$ cat src/rtl/cpu_pkg.sv
// Shared decode constants, ALU op codes, control bundle and halt FSM states
// for the ID/EX controller.
package cpu_pkg;

  localparam logic [5:0] OP_RTYPE = 6'h00;
  localparam logic [5:0] OP_LW    = 6'h23;
  localparam logic [5:0] OP_SW    = 6'h2b;
  localparam logic [5:0] OP_ADDI  = 6'h08;
  localparam logic [5:0] OP_BEQ   = 6'h04;
  localparam logic [5:0] OP_BNE   = 6'h05;
  localparam logic [5:0] OP_J     = 6'h02;
  localparam logic [5:0] OP_HALT  = 6'h3f;

  localparam logic [5:0] FN_ADD = 6'h20;
  localparam logic [5:0] FN_SUB = 6'h22;
  localparam logic [5:0] FN_AND = 6'h24;
  localparam logic [5:0] FN_OR  = 6'h25;
  localparam logic [5:0] FN_SLT = 6'h2a;

  localparam logic [2:0] ALU_ADD = 3'd0;
  localparam logic [2:0] ALU_NOP = 3'd1;
  localparam logic [2:0] ALU_AND = 3'd2;
  localparam logic [2:0] ALU_OR  = 3'd3;
  localparam logic [2:0] ALU_SLT = 3'd4;
  localparam logic [2:0] ALU_SUB = 3'd6;

  typedef struct packed {
    logic       mem_read;
    logic       mem_write;
    logic       reg_write;
    logic       reg_dst;
    logic       mem_reg;
    logic       alu_src;
    logic       branch;
    logic       branch_ne;
    logic       jump;
    logic [2:0] alu_op;
  } ctrl_t;

  typedef enum logic [1:0] {
    ST_RUN,
    ST_DRAIN,
    ST_HALTED
  } halt_state_t;

  // A bubble carries no side effects and a pass-through ALU op.
  function automatic ctrl_t bubble_ctrl();
    ctrl_t c;
    c = '0;
    c.alu_op = ALU_NOP;
    return c;
  endfunction

endpackage

$ cat src/rtl/id_ex_controller_if.sv
// ID-stage request and ID/EX control bundle between the IF/ID side
// (master) and the ID/EX controller (slave).
interface id_ex_controller_if #(
  parameter int INSTR_W  = 32,
  parameter int ALU_OP_W = 3,
  parameter int REG_W    = 5
);

  logic [INSTR_W-1:0]  instruction;
  logic                instr_valid;
  logic                stall_b;
  logic                branch_taken;

  logic                ex_valid;
  logic                ex_mem_read;
  logic                ex_mem_write;
  logic                ex_reg_write;
  logic                ex_reg_dst;
  logic                ex_mem_reg;
  logic                ex_alu_src;
  logic                ex_branch;
  logic                ex_branch_ne;
  logic                ex_jump;
  logic [ALU_OP_W-1:0] ex_alu_op;
  logic [REG_W-1:0]    ex_rs;
  logic [REG_W-1:0]    ex_rt;
  logic [REG_W-1:0]    ex_rd;

  logic                pc_hold;
  logic                if_flush;
  logic                halted;
  logic                illegal;

  modport master (
    output instruction, instr_valid, stall_b, branch_taken,
    input  ex_valid, ex_mem_read, ex_mem_write, ex_reg_write, ex_reg_dst,
           ex_mem_reg, ex_alu_src, ex_branch, ex_branch_ne, ex_jump,
           ex_alu_op, ex_rs, ex_rt, ex_rd, pc_hold, if_flush, halted, illegal
  );

  modport slave (
    input  instruction, instr_valid, stall_b, branch_taken,
    output ex_valid, ex_mem_read, ex_mem_write, ex_reg_write, ex_reg_dst,
           ex_mem_reg, ex_alu_src, ex_branch, ex_branch_ne, ex_jump,
           ex_alu_op, ex_rs, ex_rt, ex_rd, pc_hold, if_flush, halted, illegal
  );

endinterface

$ cat src/rtl/instr_decode.sv
// Combinational opcode/funct decode into the control bundle, with flags for
// halt, undefined encodings and whether the instruction reads rt.
module instr_decode
  import cpu_pkg::*;
(
  input  logic [5:0] opcode,
  input  logic [5:0] funct,
  output ctrl_t      ctrl,
  output logic       is_halt,
  output logic       illegal,
  output logic       reads_rt
);

  always_comb begin
    ctrl     = bubble_ctrl();
    is_halt  = 1'b0;
    illegal  = 1'b0;
    reads_rt = 1'b0;
    case (opcode)
      OP_RTYPE: begin
        reads_rt       = 1'b1;
        ctrl.reg_dst   = 1'b1;
        ctrl.reg_write = 1'b1;
        case (funct)
          FN_ADD:  ctrl.alu_op = ALU_ADD;
          FN_SUB:  ctrl.alu_op = ALU_SUB;
          FN_AND:  ctrl.alu_op = ALU_AND;
          FN_OR:   ctrl.alu_op = ALU_OR;
          FN_SLT:  ctrl.alu_op = ALU_SLT;
          default: begin
            ctrl    = bubble_ctrl();
            illegal = 1'b1;
          end
        endcase
      end
      OP_LW: begin
        ctrl.alu_op    = ALU_ADD;
        ctrl.mem_read  = 1'b1;
        ctrl.mem_reg   = 1'b1;
        ctrl.alu_src   = 1'b1;
        ctrl.reg_write = 1'b1;
      end
      OP_SW: begin
        reads_rt       = 1'b1;
        ctrl.alu_op    = ALU_ADD;
        ctrl.mem_write = 1'b1;
        ctrl.alu_src   = 1'b1;
      end
      OP_ADDI: begin
        ctrl.alu_op    = ALU_ADD;
        ctrl.alu_src   = 1'b1;
        ctrl.reg_write = 1'b1;
      end
      OP_BEQ: begin
        reads_rt    = 1'b1;
        ctrl.alu_op = ALU_SUB;
        ctrl.branch = 1'b1;
      end
      OP_BNE: begin
        reads_rt       = 1'b1;
        ctrl.alu_op    = ALU_SUB;
        ctrl.branch    = 1'b1;
        ctrl.branch_ne = 1'b1;
      end
      OP_J:    ctrl.jump = 1'b1;
      OP_HALT: is_halt   = 1'b1;
      default: illegal   = 1'b1;
    endcase
  end

endmodule

$ cat src/rtl/id_ex_controller.sv
// ID/EX pipeline register with load-use hazard detection, branch/jump flush
// and a halt-drain state machine.
module id_ex_controller
  import cpu_pkg::*;
#(
  parameter int INSTR_W    = 32,
  parameter int ALU_OP_W   = 3,
  parameter int REG_W      = 5,
  parameter int HALT_DRAIN = 3
) (
  input logic               clk,
  input logic               rst_b,
  id_ex_controller_if.slave bus
);

  localparam int OP_LSB = INSTR_W - 6;
  localparam int CNT_W  = (HALT_DRAIN > 1) ? $clog2(HALT_DRAIN) : 1;

  logic [5:0]       opcode;
  logic [5:0]       funct;
  logic [REG_W-1:0] rs;
  logic [REG_W-1:0] rt;
  logic [REG_W-1:0] rd;
  logic             unused_instr_bits;

  assign opcode            = bus.instruction[INSTR_W-1 -: 6];
  assign funct             = bus.instruction[5:0];
  assign rs                = bus.instruction[OP_LSB-1 -: REG_W];
  assign rt                = bus.instruction[OP_LSB-1-REG_W -: REG_W];
  assign rd                = bus.instruction[OP_LSB-1-2*REG_W -: REG_W];
  assign unused_instr_bits = ^bus.instruction;

  ctrl_t dec_ctrl;
  logic  dec_halt;
  logic  dec_illegal;
  logic  dec_reads_rt;

  instr_decode u_decode (
    .opcode  (opcode),
    .funct   (funct),
    .ctrl    (dec_ctrl),
    .is_halt (dec_halt),
    .illegal (dec_illegal),
    .reads_rt(dec_reads_rt)
  );

  ctrl_t            ex_ctrl;
  logic             ex_valid_q;
  logic [REG_W-1:0] ex_rs_q;
  logic [REG_W-1:0] ex_rt_q;
  logic [REG_W-1:0] ex_rd_q;
  halt_state_t      state;
  logic [CNT_W-1:0] drain_cnt;
  logic             halted_q;
  logic             illegal_q;

  logic load_use;
  logic issue;
  logic accept_halt;
  logic set_illegal;
  logic hold_id;

  assign load_use = bus.instr_valid & ex_valid_q & ex_ctrl.mem_read &
                    (ex_rt_q != '0) &
                    ((ex_rt_q == rs) | (dec_reads_rt & (ex_rt_q == rt)));

  // Priority chain for the ID instruction; anything not issued becomes a bubble.
  always_comb begin
    issue       = 1'b0;
    accept_halt = 1'b0;
    set_illegal = 1'b0;
    hold_id     = 1'b0;
    if (!bus.branch_taken) begin
      if (state != ST_RUN) begin
        hold_id = 1'b1;
      end else if (bus.instr_valid) begin
        if (dec_halt)         accept_halt = 1'b1;
        else if (load_use)    hold_id     = 1'b1;
        else if (dec_illegal) set_illegal = 1'b1;
        else                  issue       = 1'b1;
      end
    end
  end

  assign bus.pc_hold  = bus.stall_b & hold_id;
  assign bus.if_flush = bus.stall_b & (bus.branch_taken | (issue & dec_ctrl.jump));

  always_ff @(posedge clk or negedge rst_b) begin
    if (!rst_b) begin
      ex_ctrl    <= bubble_ctrl();
      ex_valid_q <= 1'b0;
      ex_rs_q    <= '0;
      ex_rt_q    <= '0;
      ex_rd_q    <= '0;
      state      <= ST_RUN;
      drain_cnt  <= '0;
      halted_q   <= 1'b0;
      illegal_q  <= 1'b0;
    end else if (bus.stall_b) begin
      if (issue) begin
        ex_ctrl    <= dec_ctrl;
        ex_valid_q <= 1'b1;
        ex_rs_q    <= rs;
        ex_rt_q    <= rt;
        ex_rd_q    <= rd;
      end else begin
        ex_ctrl    <= bubble_ctrl();
        ex_valid_q <= 1'b0;
        ex_rs_q    <= '0;
        ex_rt_q    <= '0;
        ex_rd_q    <= '0;
      end
      if (set_illegal) illegal_q <= 1'b1;
      case (state)
        ST_RUN: begin
          if (accept_halt) begin
            state     <= ST_DRAIN;
            drain_cnt <= CNT_W'(HALT_DRAIN - 1);
          end
        end
        ST_DRAIN: begin
          if (drain_cnt == '0) begin
            state    <= ST_HALTED;
            halted_q <= 1'b1;
          end else begin
            drain_cnt <= drain_cnt - CNT_W'(1);
          end
        end
        ST_HALTED: halted_q <= 1'b1;
        default:   state    <= ST_RUN;
      endcase
    end
  end

  assign bus.ex_valid     = ex_valid_q;
  assign bus.ex_mem_read  = ex_ctrl.mem_read;
  assign bus.ex_mem_write = ex_ctrl.mem_write;
  assign bus.ex_reg_write = ex_ctrl.reg_write;
  assign bus.ex_reg_dst   = ex_ctrl.reg_dst;
  assign bus.ex_mem_reg   = ex_ctrl.mem_reg;
  assign bus.ex_alu_src   = ex_ctrl.alu_src;
  assign bus.ex_branch    = ex_ctrl.branch;
  assign bus.ex_branch_ne = ex_ctrl.branch_ne;
  assign bus.ex_jump      = ex_ctrl.jump;
  assign bus.ex_alu_op    = ALU_OP_W'(ex_ctrl.alu_op);
  assign bus.ex_rs        = ex_rs_q;
  assign bus.ex_rt        = ex_rt_q;
  assign bus.ex_rd        = ex_rd_q;
  assign bus.halted       = halted_q;
  assign bus.illegal      = illegal_q;

endmodule

$ cat src/flat_wrapper.sv
// flat-port wrapper written by rule: the top's interface ports become plain ports
module id_ex_controller_flat import cpu_pkg::*;
#(
  parameter int INSTR_W    = 32,
  parameter int ALU_OP_W   = 3,
  parameter int REG_W      = 5,
  parameter int HALT_DRAIN = 3
)
  (clk, rst_b, bus_instruction, bus_instr_valid, bus_stall_b, bus_branch_taken, bus_ex_valid, bus_ex_mem_read, bus_ex_mem_write, bus_ex_reg_write, bus_ex_reg_dst, bus_ex_mem_reg, bus_ex_alu_src, bus_ex_branch, bus_ex_branch_ne, bus_ex_jump, bus_ex_alu_op, bus_ex_rs, bus_ex_rt, bus_ex_rd, bus_pc_hold, bus_if_flush, bus_halted, bus_illegal);
  id_ex_controller_if #(.INSTR_W(INSTR_W), .ALU_OP_W(ALU_OP_W), .REG_W(REG_W)) bus_i ();
  input logic clk;
  input logic rst_b;
  input wire logic [$bits(bus_i.instruction)-1:0] bus_instruction;
  input wire logic [$bits(bus_i.instr_valid)-1:0] bus_instr_valid;
  input wire logic [$bits(bus_i.stall_b)-1:0] bus_stall_b;
  input wire logic [$bits(bus_i.branch_taken)-1:0] bus_branch_taken;
  output wire logic [$bits(bus_i.ex_valid)-1:0] bus_ex_valid;
  output wire logic [$bits(bus_i.ex_mem_read)-1:0] bus_ex_mem_read;
  output wire logic [$bits(bus_i.ex_mem_write)-1:0] bus_ex_mem_write;
  output wire logic [$bits(bus_i.ex_reg_write)-1:0] bus_ex_reg_write;
  output wire logic [$bits(bus_i.ex_reg_dst)-1:0] bus_ex_reg_dst;
  output wire logic [$bits(bus_i.ex_mem_reg)-1:0] bus_ex_mem_reg;
  output wire logic [$bits(bus_i.ex_alu_src)-1:0] bus_ex_alu_src;
  output wire logic [$bits(bus_i.ex_branch)-1:0] bus_ex_branch;
  output wire logic [$bits(bus_i.ex_branch_ne)-1:0] bus_ex_branch_ne;
  output wire logic [$bits(bus_i.ex_jump)-1:0] bus_ex_jump;
  output wire logic [$bits(bus_i.ex_alu_op)-1:0] bus_ex_alu_op;
  output wire logic [$bits(bus_i.ex_rs)-1:0] bus_ex_rs;
  output wire logic [$bits(bus_i.ex_rt)-1:0] bus_ex_rt;
  output wire logic [$bits(bus_i.ex_rd)-1:0] bus_ex_rd;
  output wire logic [$bits(bus_i.pc_hold)-1:0] bus_pc_hold;
  output wire logic [$bits(bus_i.if_flush)-1:0] bus_if_flush;
  output wire logic [$bits(bus_i.halted)-1:0] bus_halted;
  output wire logic [$bits(bus_i.illegal)-1:0] bus_illegal;
  assign bus_i.instruction = bus_instruction;
  assign bus_i.instr_valid = bus_instr_valid;
  assign bus_i.stall_b = bus_stall_b;
  assign bus_i.branch_taken = bus_branch_taken;
  assign bus_ex_valid = bus_i.ex_valid;
  assign bus_ex_mem_read = bus_i.ex_mem_read;
  assign bus_ex_mem_write = bus_i.ex_mem_write;
  assign bus_ex_reg_write = bus_i.ex_reg_write;
  assign bus_ex_reg_dst = bus_i.ex_reg_dst;
  assign bus_ex_mem_reg = bus_i.ex_mem_reg;
  assign bus_ex_alu_src = bus_i.ex_alu_src;
  assign bus_ex_branch = bus_i.ex_branch;
  assign bus_ex_branch_ne = bus_i.ex_branch_ne;
  assign bus_ex_jump = bus_i.ex_jump;
  assign bus_ex_alu_op = bus_i.ex_alu_op;
  assign bus_ex_rs = bus_i.ex_rs;
  assign bus_ex_rt = bus_i.ex_rt;
  assign bus_ex_rd = bus_i.ex_rd;
  assign bus_pc_hold = bus_i.pc_hold;
  assign bus_if_flush = bus_i.if_flush;
  assign bus_halted = bus_i.halted;
  assign bus_illegal = bus_i.illegal;
  id_ex_controller #(.INSTR_W(INSTR_W), .ALU_OP_W(ALU_OP_W), .REG_W(REG_W), .HALT_DRAIN(HALT_DRAIN)) u_core (.clk(clk), .rst_b(rst_b), .bus(bus_i));
endmodule
$ cat config.mk
export PLATFORM = sky130hd
export DESIGN_NAME = id_ex_controller_flat
export DESIGN_NICKNAME = d
export VERILOG_FILES = /design/src/rtl/cpu_pkg.sv /design/src/rtl/id_ex_controller_if.sv /design/src/rtl/instr_decode.sv /design/src/rtl/id_ex_controller.sv /design/src/flat_wrapper.sv
export SDC_FILE = /design/constraint.sdc
export NUM_CORES = 1
export LEC_CHECK = 0
export CORE_AREA = 2 2 67 69
export DETAILED_ROUTE_END_ITERATION = 8
export DIE_AREA = 0 0 69 71
export PLACE_DENSITY = 0.78
export SLEW_MARGIN = 20
export SYNTH_ARGS = -nofsm -noshare
export SYNTH_HDL_FRONTEND = slang
export SYNTH_SLANG_ARGS = --single-unit
$ cat constraint.sdc
create_clock -name clk -period 4.36 [get_ports clk]
set_input_delay 1.09 -clock clk [delete_from_list [all_inputs] [get_ports clk]]
set_output_delay 1.09 -clock clk [all_outputs]
set_load 0.01 [all_outputs]
==> results of run 1 <==
-- per-stage QoR --
| stage | cell area (µm²) | instances |
|---|---|---|
| 4_1_cts | 2620 | 285 |
| 2_1_floorplan | 1800 | 163 |
| 3_5_place_dp | 2500 | 277 |
| 5_1_grt | 2630 | 285 |
| 3_3_place_gp | 2500 | 277 |
| 6_report | 2630 | 285 |
-- cells in the mapped netlist, types with 3 or more instances --
cell type | count | area share
a32o_1 | 19 | 0.11
o2bb2ai_2 | 5 | 0.042
nand4_1 | 4 | 0.014
inv_1 | 5 | 0.010
xnor2_1 | 9 | 0.044
mux2i_1 | 3 | 0.017
nor2_1 | 9 | 0.019
buf_2 | 4 | 0.011
nand2_1 | 5 | 0.010
o21ai_0 | 6 | 0.017
dfrtp_1 | 32 | 0.45
nor3b_1 | 3 | 0.013
clkbuf_1 | 3 | 0.0063
nor3_1 | 4 | 0.011
a21oi_1 | 5 | 0.014
buf_4 | 3 | 0.013
a22o_1 | 3 | 0.015
nand2b_1 | 5 | 0.017
nand3_1 | 4 | 0.011
-- worst max path at each step --
stage                   endpoint  slack (ns)  cells after the start
floorplan           bus_if_flush        0.77                      7
global placement    bus_if_flush        0.06                      7
detailed placement  bus_if_flush        0.08                      7
CTS                 bus_if_flush        0.05                      7
global route        bus_if_flush        0.01                      7
finish              bus_if_flush        0.12                      8
-- cell type report --
class | instances | area (µm²)
clock buffer | 7 | 86.3
clock inverter | 1 | 30.0
fill | 354 | 1570
inverter | 5 | 18.8
multi-input combinational | 114 | 895
sequential | 33 | 827
tap | 52 | 65.1
timing repair buffer | 73 | 708
-- metal layers --
metal  track usage  up-vias
met1         0.242      774
met5             0        -
met4        0.0588        0
met2         0.307       55
met3        0.0670        2
li1              -      766
-- power groups by stage --
| stage | Combinational [mW] | Sequential, mW | Clock (mW) |
|---|---|---|---|
| 5_1_grt | 0.227 | 0.360 | 0.319 |
| 6_report | 0.203 | 0.355 | 0.297 |
| 2_1_floorplan | 0.117 | 0.360 | 0 |
| 4_1_cts | 0.204 | 0.355 | 0.303 |
| 3_3_place_gp | 0.198 | 0.360 | 0 |
| 3_5_place_dp | 0.202 | 0.361 | 0 |
-- kinds of logic after synthesis --
group	after synthesis	synth area share
AOI/OAI and AO/OA	51	0.254
xor gates and xnor gates	10	0.0488
adders and majority gates	1	0.00697
buffers and inverters	16	0.0467
DFF	33	0.461
muxes	3	0.0167
and+or+nand+nor	49	0.167
-- repair_timing --
| item | 4_1_cts | 5_1_grt |
|---|---|---|
| hold buffers | 0 | 0 |
| setup endpoints to repair | 0 | 2 |
| gates resized for setup | 0 | 4 |
==> results.json, run 1 <==
{
  "drive_gt1_frac": 0.142,
  "crit_chain": "clkdlybuf4s50_1 -> and3_4 -> buf_4 -> nand4_1 -> nand4_1 -> nor3_4 -> a32o_1 -> clkdlybuf4s50_1",
  "startpoint": "bus_instruction[31]",
  "final_core_util": 0.626,
  "place_hpwl_um": 3140,
  "grt_pass1_vias": 1585,
  "avgSynthCellArea_um2": 11.0,
  "rr_endpoint": "u_core.bus.ex_mem_write",
  "fmax_ghz": 0.236,
  "hold_depth": 1,
  "rsz0062_at_grt": "false",
  "final_hold_viol_count": 0,
  "cts_made_buffers": 5,
  "syn_inst": 163,
  "grt_pass1_wl_um": 7530,
  "synth_cell_types": 47,
  "route.met2.wl_um": 2130,
  "via_per_inst": 5.60,
  "async_reset_ff_frac": 1.00,
  "reg2reg_depth": 5,
  "status": "complete, no violations",
  "timing.hold.ws_ns": 0.466,
  "min_to": "u_core.bus.halted",
  "final_common_cell": "clkdlybuf4s50_1",
  "tightest_slew_ns": 0.662,
  "synth_area_um2": 1800,
  "synth_seq_area_share": 0.461,
  "critPathTopFamily": "buffers and inverters",
  "worst_slack_ns": 0.115,
  "clockBufferDepth": 2,
  "cp_slowest_cell": "clkdlybuf4s50_1",
  "post_drt_wl_per_cell_um": 15.4,
  "p_comb_frac": 0.237,
  "timing.final.crit_share": 0.974,
  "clock_power_share": 0.348,
  "fp.dieW_um": 69,
  "grt_max_degree": 34,
  "design.core.area_um2": 4200,
  "die_height_um": 71,
  "mostFrequentLayoutCells": "clkdlybuf4s50_1 (62), dfrtp_1 (32), a32o_1 (19), buf_4 (10)",
  "synth_warnings": 0,
  "irDropWorstVdd_mv": 0.188,
  "ioPinCount": 69,
  "syn-num-nets": 201,
  "h-tree-depth": 2,
  "start_util": 0.427,
  "synth-edff-count": 0,
  "worstSkewPairLatency_ns": 0.28,
  "slew_viol_final": 0,
  "p_sw_frac": 0.274,
  "io_buffers": 63,
  "power.switching_mw": 0.235,
  "post_cts_buffers": 0,
  "min_from": "u_core.bus.halted",
  "dr.pass1.iters": 4,
  "cp_data_arrival_time_ns": 3.15,
  "syn2layout_area_growth_pct": 46.5,
  "powerDensity_nw_per_um2": 325,
  "place_congestion": 0.840,
  "antenna_found_initial": 0,
  "hp-class": "flip-flop to flip-flop",
  "cts.sinks": 33,
  "wl_met1_um": 1940,
  "drv_cap": 0,
  "layout_min_cycle_time_ns": 4.24,
  "cell_internal_pwr_mw": 0.621,
  "remaining_drc_errors": 0,
  "grt_util_all_layers": 0.190,
  "nets": 270,
  "cts_root_buffer": "clkbuf_8",
  "place_ws_ns": 0.0758,
  "critPathRequiredTime_ns": 3.27,
  "power.total_mw": 0.856,
  "ys.flop_type": "dfrtp_1",
  "clk_pin_slew_ns": 0.07,
  "first_iter_violations": 99,
  "crit_type": "input port to primary output",
  "cp-start-kind": "input port",
  "setup_viol": 0,
  "wl_met3_um": 305,
  "p_leak_nw": 1.04,
  "setup_tns_ns": 0,
  "cp_num_buf_inv": 3,
  "die_area_um2": 4900,
  "grt.overflow.total": 0,
  "critPathMaxStageDelay_ns": 0.53,
  "routed_wl_um": 4390,
  "slew_headroom": 0.555,
  "cts_tree": "yes",
  "clock_skew_ns": 0.00554,
  "antenna_left": 0,
  "ys_ff_latch": 33,
  "routed.top_layer": "met4",
  "row_count": 24,
  "timing.rr.start": "u_core.bus.ex_rt[1]",
  "n_antenna_cell": 0,
  "reg2reg_setup_slack_ns": 2.16,
  "end_kind": "primary output",
  "crit_fanout": 4,
  "vias": 1597,
  "power_frac_seq": 0.415
}
(Power assumes the default switching activity.)
==> run 2, diff against run 1 <==
DONT_BUFFER_PORTS = 1   (was not set)
PLACE_DENSITY = 0.57   (was 0.78)
==> run 2 against run 1 <==
  * First-iteration DRC count fell by 39%
  * Clock power fell by 26%
  * Wire length fell by 5.0%
  * Clock skew about the same
  * Sequential share of layout area increased by 12 points
  * Sequential cell count stayed put
  * Design area is 28% lower
  * Final cell count fell by 25%
  * Worst hold slack better by 0.031 ns
  * Sequential power increased by 1%
  * Global-route usage is 0.88 points lower
  * Critical path type unchanged
  * Largest power group unchanged
==> results.json, run 2 (same netlist as run 1, synthesis figures left out) <==
{
  "status": "complete, no violations",
  "place_congestion": 0.753,
  "cts_tree": "yes",
  "irDropWorstVdd_mv": 0.197,
  "setup_viol": 0,
  "row_count": 24,
  "timing.final.crit_share": 0.899,
  "clk_pin_slew_ns": 0.07,
  "nets": 198,
  "dr.pass1.iters": 4,
  "grt.overflow.total": 0,
  "antenna_left": 0,
  "drive_gt1_frac": 0.143,
  "worstSkewPairLatency_ns": 0.28,
  "cp-start-kind": "input port",
  "grt_max_degree": 34,
  "grt_pass1_wl_um": 7040,
  "hp-class": "input port to async pin",
  "start_util": 0.427,
  "critPathRequiredTime_ns": 3.27,
  "antenna_found_initial": 0,
  "layout_min_cycle_time_ns": 3.92,
  "h-tree-depth": 2,
  "via_per_inst": 6.40,
  "cts_made_buffers": 5,
  "final_hold_viol_count": 0,
  "worst_slack_ns": 0.442,
  "crit_type": "input port to primary output",
  "slew_headroom": 0.400,
  "io_buffers": 0,
  "routed_wl_um": 4170,
  "cts-resized-gates": 0,
  "fp.dieW_um": 69,
  "crit_fanout": 23,
  "rsz0062_at_grt": "false",
  "slew_viol_final": 0,
  "cts_hold_buf": 0,
  "design.core.area_um2": 4200,
  "remaining_drc_errors": 0,
  "drv_cap": 0,
  "post_cts_buffers": 0,
  "fmax_ghz": 0.255,
  "final_common_cell": "dfrtp_1",
  "die_height_um": 71,
  "powerDensity_nw_per_um2": 376,
  "ioPinCount": 69,
  "first_iter_violations": 60,
  "cts.sinks": 33,
  "n_antenna_cell": 0,
  "place_hpwl_um": 3050,
  "end_kind": "primary output",
  "post_drt_wl_per_cell_um": 19.6,
  "place_ws_ns": 0.486,
  "tightest_slew_ns": 0.897,
  "mostFrequentLayoutCells": "dfrtp_1 (32), a32o_1 (19), nor2_1 (9), xnor2_1 (9), o21ai_0 (6)",
  "grt_pass1_vias": 1384,
  "cp_data_arrival_time_ns": 2.83,
  "grt_util_all_layers": 0.181,
  "p_leak_nw": 0.741,
  "clockBufferDepth": 2,
  "setup_tns_ns": 0,
  "fill_cells": 407,
  "cts_root_buffer": "clkbuf_8",
  "syn2layout_area_growth_pct": 5.23,
  "vias": 1364,
  "die_area_um2": 4900,
  "clock_skew_ns": 0.00598
}
## run 2: changes by cell type in the layout (fill, tap and decap cells not counted)
cell             before  now
dlymetal6s2s_1        1    0
clkbuf_1              1    0
clkinv_2              0    2
a21boi_0              0    1
and3_4                1    0
nor3_1                3    4
bufinv_16             1    0
clkdlybuf4s50_1      62    0
a21boi_1              1    0
nor3_2                2    1
clkinvlp_4            0    1
and3_1                0    1
clkbuf_8              6    5
buf_4                10    1
## run 2: power by group
part           internal (mW)  total (mW)  switching [mW]
clock                  0.110       0.221           0.111
sequential             0.331       0.360          0.0294
combinational         0.0590       0.130          0.0707
## run 2: metrics by stage
stage / util / cells / hold WS [ns] / power, mW / cell area (µm²)
6_report: 0.449 / 213 / 0.498 / 0.711 / 1890
5_1_grt: 0.449 / 213 / 0.477 / 0.756 / 1890
4_1_cts: 0.449 / 213 / 0.486 / 0.718 / 1890
3_5_place_dp: 0.429 / 205 / 0.515 / 0.496 / 1800
3_3_place_gp: 0.429 / 205 / 0.507 / 0.489 / 1800
2_1_floorplan: - / 163 / 0.491 / 0.477 / 1800
## run 2: layout make-up
| type | instances | area, µm² | area share |
|---|---|---|---|
| clock buffers | 5 | 68.8 | 0.0364 |
| clock inverters | 3 | 17.5 | 0.00927 |
| inverters | 5 | 18.8 | 0.00993 |
| multi-input cells | 114 | 885 | 0.468 |
| flip-flops and latches | 33 | 827 | 0.438 |
| well taps | 52 | 65.1 | 0.0344 |
| repair buffers | 1 | 7.51 | 0.00397 |
## run 2: critical path, stage by stage
cell and delay, ns:
and3_1 0.22, nand4_1 0.18, nand4_1 0.20, nor3_4 0.78, a32o_1 0.36
## run 2: final timing paths
| kind | start | end | slack [ns] | depth (start not counted) |
|---|---|---|---|---|
| worst max register to register | u_core.bus.ex_rt[1] | u_core.bus.ex_rs[1] | 1.84 | 5 |
| max in group asynchronous | rst_b | u_core.bus.ex_alu_op[0] | 3.69 | 0 |
| worst min-delay path | rst_b | u_core.bus.ex_rd[4] | 0.50 | 0 |
| min in group clk | u_core.bus.halted | u_core.bus.halted | 0.52 | 1 |
| worst max-delay path | bus_instruction[31] | bus_if_flush | 0.44 | 5 |
| worst min register to register | u_core.bus.halted | u_core.bus.halted | 0.52 | 1 |
## run 2: routing by layer
metal  up-vias  GRT usage  share of wire
met2        50      0.284           0.49
met4         0     0.0828          0.022
met3        10     0.0783          0.082
li1        622          -              -
met5         -          0              0
met1       682      0.217           0.41
